[src/rtl/instr_wb_slave_pipe.sv]
// ============================================================================
// Module   : instr_wb_slave_pipe
// Brief    : Instrumented Wishbone B4 pipelined slave with in-order responses,
//            programmable latency and bench-driven stall/hold/err/data injection.
// Revision : 1.0 - initial release
// ============================================================================
`default_nettype none

module instr_wb_slave_pipe #(
    parameter int ADDR_WIDTH = 32,
    parameter int DATA_WIDTH = 32,
    parameter int DEPTH      = 4,
    parameter int LATENCY    = 1
) (
    input  logic                        clk_i,
    input  logic                        rst_i,
    input  logic [ADDR_WIDTH-1:0]       wb_adr_i,
    input  logic [DATA_WIDTH-1:0]       wb_dat_i,
    input  logic                        wb_we_i,
    input  logic [DATA_WIDTH/8-1:0]     wb_sel_i,
    input  logic                        wb_stb_i,
    input  logic                        wb_cyc_i,
    output logic [DATA_WIDTH-1:0]       wb_dat_o,
    output logic                        wb_ack_o,
    output logic                        wb_err_o,
    output logic                        wb_stall_o,
    input  logic                        stall_request_i,
    input  logic                        ack_hold_i,
    input  logic                        err_request_i,
    input  logic [DATA_WIDTH-1:0]       injected_data_i,
    output logic                        wr_valid_o,
    output logic [ADDR_WIDTH-1:0]       wr_adr_o,
    output logic [DATA_WIDTH-1:0]       wr_dat_o,
    output logic [DATA_WIDTH/8-1:0]     wr_sel_o,
    output logic [$clog2(DEPTH+1)-1:0]  pending_o,
    output logic [31:0]                 req_count_o
);

    localparam int SEL_W  = DATA_WIDTH / 8;
    localparam int PEND_W = $clog2(DEPTH + 1);
    localparam int AGE_W  = (LATENCY > 1) ? $clog2(LATENCY) : 1;

    logic                  r_we  [DEPTH];
    logic [AGE_W-1:0]      r_age [DEPTH];
    logic [PEND_W-1:0]     r_pending;
    logic [31:0]           r_req_count;
    logic                  r_ack;
    logic                  r_err;
    logic [DATA_WIDTH-1:0] r_dat;
    logic                  r_wr_valid;
    logic [ADDR_WIDTH-1:0] r_wr_adr;
    logic [DATA_WIDTH-1:0] r_wr_dat;
    logic [SEL_W-1:0]      r_wr_sel;

    logic                  w_up_we  [DEPTH];
    logic [AGE_W-1:0]      w_up_age [DEPTH];
    logic                  w_full;
    logic                  w_push;
    logic                  w_pop;
    logic [PEND_W-1:0]     w_slot;

    function automatic logic [AGE_W-1:0] age_dec(input logic [AGE_W-1:0] a);
        return (a != '0) ? a - AGE_W'(1) : a;
    endfunction

    // Entry that slides into each slot when the head retires.
    for (genvar gi = 0; gi < DEPTH; gi++) begin : g_up
        if (gi < DEPTH - 1) begin : g_mid
            assign w_up_we[gi]  = r_we[gi+1];
            assign w_up_age[gi] = r_age[gi+1];
        end else begin : g_top
            assign w_up_we[gi]  = r_we[gi];
            assign w_up_age[gi] = r_age[gi];
        end
    end

    assign w_full     = (r_pending == PEND_W'(DEPTH));
    assign wb_stall_o = stall_request_i | w_full;
    assign w_push     = wb_cyc_i & wb_stb_i & ~wb_stall_o;
    assign w_pop      = wb_cyc_i & (r_pending != '0) & (r_age[0] == '0) & ~ack_hold_i;
    assign w_slot     = r_pending - PEND_W'(w_pop);

    always_ff @(posedge clk_i or posedge rst_i) begin
        if (rst_i) begin
            for (int i = 0; i < DEPTH; i++) begin
                r_we[i]  <= 1'b0;
                r_age[i] <= '0;
            end
            r_pending   <= '0;
            r_req_count <= '0;
            r_ack       <= 1'b0;
            r_err       <= 1'b0;
            r_dat       <= '0;
            r_wr_valid  <= 1'b0;
            r_wr_adr    <= '0;
            r_wr_dat    <= '0;
            r_wr_sel    <= '0;
        end else begin
            r_wr_valid <= w_push & wb_we_i;
            if (w_push && wb_we_i) begin
                r_wr_adr <= wb_adr_i;
                r_wr_dat <= wb_dat_i;
                r_wr_sel <= wb_sel_i;
            end
            if (w_push) begin
                r_req_count <= r_req_count + 32'd1;
            end

            r_ack <= w_pop & ~err_request_i;
            r_err <= w_pop & err_request_i;
            r_dat <= (w_pop && !err_request_i && !r_we[0]) ? injected_data_i : '0;

            if (!wb_cyc_i) begin
                r_pending <= '0;
            end else if (w_push && !w_pop) begin
                r_pending <= r_pending + PEND_W'(1);
            end else if (w_pop && !w_push) begin
                r_pending <= r_pending - PEND_W'(1);
            end

            // Stale slots beyond r_pending age harmlessly; a push overwrites them.
            for (int i = 0; i < DEPTH; i++) begin
                if (w_push && (w_slot == PEND_W'(i))) begin
                    r_we[i]  <= wb_we_i;
                    r_age[i] <= AGE_W'(LATENCY - 1);
                end else begin
                    r_we[i]  <= w_pop ? w_up_we[i] : r_we[i];
                    r_age[i] <= age_dec(w_pop ? w_up_age[i] : r_age[i]);
                end
            end
        end
    end

    assign wb_ack_o    = r_ack;
    assign wb_err_o    = r_err;
    assign wb_dat_o    = r_dat;
    assign wr_valid_o  = r_wr_valid;
    assign wr_adr_o    = r_wr_adr;
    assign wr_dat_o    = r_wr_dat;
    assign wr_sel_o    = r_wr_sel;
    assign pending_o   = r_pending;
    assign req_count_o = r_req_count;

endmodule

`default_nettype wire
[config.mk]
export PLATFORM = sky130hd
export DESIGN_NAME = instr_wb_slave_pipe
export DESIGN_NICKNAME = d
export VERILOG_FILES = /design/src/rtl/instr_wb_slave_pipe.sv
export SDC_FILE = /design/constraint.sdc
export NUM_CORES = 1
export LEC_CHECK = 0
export CAP_MARGIN = 5
export CORE_MARGIN = 1.5
export CORE_UTILIZATION = 42
export DETAILED_ROUTE_END_ITERATION = 16
export PLACE_DENSITY = 0.9
export SETUP_SLACK_MARGIN = 0.5
export SYNTH_ARGS = -nofsm -noshare
export SYNTH_HDL_FRONTEND = slang
export SYNTH_SLANG_ARGS = --single-unit
[constraint.sdc]
create_clock -name clk_i -period 5.1 [get_ports clk_i]
set_clock_uncertainty 0.05 [all_clocks]
set_input_delay 0.765 -clock clk_i [delete_from_list [all_inputs] [get_ports clk_i]]
set_output_delay 0.765 -clock clk_i [all_outputs]
set_load 0.02 [all_outputs]
==> flow_metrics.env <==
export IMPL_drtIter0Drc=160
export IMPL_dieArea_sq_um=14100
export IMPL_cts_buffers=17
export IMPL_power_switching_mw=1.22
export IMPL_cp_arrival_ps=2180
export IMPL_start_util=0.428
export IMPL_fin_setup_tns_ps=0
export IMPL_area_growth_pct=57.4
export IMPL_p_int_mw=2.79
export IMPL_via_per_inst=4.97
export IMPL_tritoncts="done"
export IMPL_postCtsHoldBufs=0
export IMPL_yosys_warnings=0
export IMPL_setup_viol=0
export IMPL_cts_resized=0
export IMPL_clk_latency_ps=420
export IMPL_layout_common_cells="clkdlybuf4s50_1, dfrtp_1, mux2_2"
export IMPL_grt_overflow=0
export IMPL_die_h_um=119
export IMPL_cp_max_fo=7
export IMPL_layout_commonest_cell="clkdlybuf4s50_1"
export IMPL_grt_max_degree=87
export IMPL_syn_area_sq_um=5650
export IMPL_setup_worst_path_class="reg2out"
export IMPL_seq_power_share=0.378
export IMPL_max_cap_viol_count=0
export IMPL_clkSinkCount=142
export IMPL_nets=769
export IMPL_drtPass1Iterations=4
export IMPL_grt_usage=0.209
export IMPL_num_rows=42
export IMPL_ant_nets=0
export IMPL_p_per_area_nw_per_um2=451
export IMPL_syn_nets=513
export IMPL_fmax_mhz=334
export IMPL_drive_gt1_frac=0.181
export IMPL_post_cts_buffers=0
export IMPL_rsz0062_at_grt="false"
export IMPL_finalHoldViolations=0
export IMPL_vias=4205
export IMPL_period_share=0.587
export IMPL_cts_root_buf="clkbuf_16"
export IMPL_leakagePower_nw=3.80
export IMPL_comb_power_share=0.309
export IMPL_fin_crit_ps=2990
export IMPL_ioPinCount=247
export IMPL_drc_errors=0
export IMPL_tightest_slew_ps=1050
export IMPL_grt_pass1_wl_mm=22.8
export IMPL_fillCellCount=909
export IMPL_p_total_mw=4.01
export IMPL_io_buffers=246
export IMPL_gp_congestion=0.840
export IMPL_min_path_type="reg2reg"
export IMPL_ys_seq_area_frac=0.629
export IMPL_clkTransAtPathRegs_ps=70
export IMPL_synth_area_per_cell_sq_um=14.1
export IMPL_diodes=0
export IMPL_core_sq_um=13200
export IMPL_routed_wl_mm=14.5
export IMPL_p_clk_frac=0.314
export IMPL_die_x_um=119
export IMPL_outcome="finished clean"
export IMPL_slew_headroom=0.298
export IMPL_slew_violations=0
export IMPL_netlist_instances=401
export IMPL_ys_seq_elements=142
export IMPL_antenna_found_initial=0
export IMPL_synth_distinct_cells=39
export IMPL_ir_drop_uv=234
export IMPL_critPathRequiredTime_ps=4280
export IMPL_first_global_vias=4324
export IMPL_clock_path_buffers=2
export IMPL_routedWlPerCell_um=17.1
export IMPL_end_kind="output pin"
export IMPL_h_tree_depth=4
export IMPL_switching_share=0.304
export IMPL_place_hpwl_mm=10.4
export IMPL_critPathLaunchType="register"
==> critical path: stages (launching register included) <==
cell and delay [ps]:
dfrtp_1 480, nor3b_4 490, or2_2 200, clkdlybuf4s50_1 590
==> cell families (layout without fill, tap and decap cells) <==
family / after synthesis / in the layout / share of synthesized area
xor gates and xnor gates: 32 / 32 / 0.0496
adders and majority gates: 4 / 4 / 0.0102
DFF: 142 / 142 / 0.629
muxes: 77 / 77 / 0.153
AOI/OAI and AO/OA: 11 / 11 / 0.0133
and+or+nand+nor: 116 / 116 / 0.126
buffers and inverters: 19 / 288 / 0.0177
==> per-layer routing <==
metal	GRT usage	routed length (um)	vias to the layer above
met1	0.231	5490	2070
met4	0.0919	342	0
met5	0	0	-
li1	-	-	1911
met3	0.0761	1160	30
met2	0.362	7460	194
==> layout make-up <==
type                    instances  area, sq um  share of cell area
flip-flops and latches        142         3550               0.400
inverters                       7         30.0             0.00338
well taps                     176          220              0.0248
repair buffers                249         2480               0.280
clock buffers                  18          439              0.0494
multi-input cells             240         1990               0.224
clock inverters                14          166              0.0187
==> stage by stage <==
stage / area, sq um / hold slack, ps / utilization / instances / setup slack [ps]
2_1_floorplan: 5650 / 424 / - / 401 / 2510
3_3_place_gp: 8280 / 412 / 0.628 / 814 / 1970
3_5_place_dp: 8280 / 431 / 0.628 / 814 / 1860
4_1_cts: 8890 / 443 / 0.674 / 846 / 2080
5_1_grt: 8890 / 449 / 0.674 / 846 / 2000
6_report: 8890 / 437 / 0.674 / 846 / 2110
==> registers in the layout (all words and copies together), names as in the netlist <==
signal and flops:
r_we 4, pending_o 3, wb_ack_o 1, wb_dat_o 32, wr_valid_o 1, wr_sel_o 4, wr_dat_o 32, wb_err_o 1
req_count_o 32, wr_adr_o 32
==> cells in the mapped netlist, drive strengths merged <==
library cell  instances  area [sq um]
nor4                  4          40.0
o21ai                 2          10.0
nand3                17          85.1
or2                   2          12.5
mux2i                 1          10.0
xnor2                26           228
and3                  6          37.5
o31a                  1          8.76
nand4                17           106
a311oi                1          8.76
mux2                 76           856
xor2                  6          52.6
buf                   8          58.8
clkbuf                4          15.0
o21ba                 1          10.0
o32a                  1          10.0
a21oi                 4          20.0
and2                 35           220
fa                    1          20.0
nand3b                1          20.0
and2b                 1          7.51
inv                   7          26.3
nand2                 9          36.3
ha                    3          37.5
nand4b                2          17.5
nor2                 12          52.6
a21o                  1          7.51
nor3                  6          35.0
nand2b                1          6.26
nor3b                 1          18.8
dfrtp               142          3550
and4                  2          17.5
==> final timing paths <==
| kind | from | end | slack (ps) | cells after the start |
|---|---|---|---|---|
| min | req_count_o[31] | req_count_o[31] | 440 | 1 |
| max reg2reg | pending_o[0] | wr_adr_o[4] | 2330 | 5 |
| max in group asynchronous | rst_i | req_count_o[25] | 3280 | 3 |
| min in group asynchronous | rst_i | wr_dat_o[17] | 900 | 3 |
| min reg2reg | req_count_o[31] | req_count_o[31] | 440 | 1 |
| max | pending_o[0] | wb_stall_o | 2110 | 3 |
==> power groups by stage <==
stage / registers, mW / logic, mW / clock network (mW)
CTS: 1.51 / 1.25 / 1.28
global route: 1.54 / 1.31 / 1.33
floorplan: 1.77 / 0.345 / 0
global placement: 1.51 / 1.20 / 0
finish: 1.51 / 1.24 / 1.26
detailed placement: 1.53 / 1.24 / 0
Note: power is estimated with default switching activity, not from simulation.
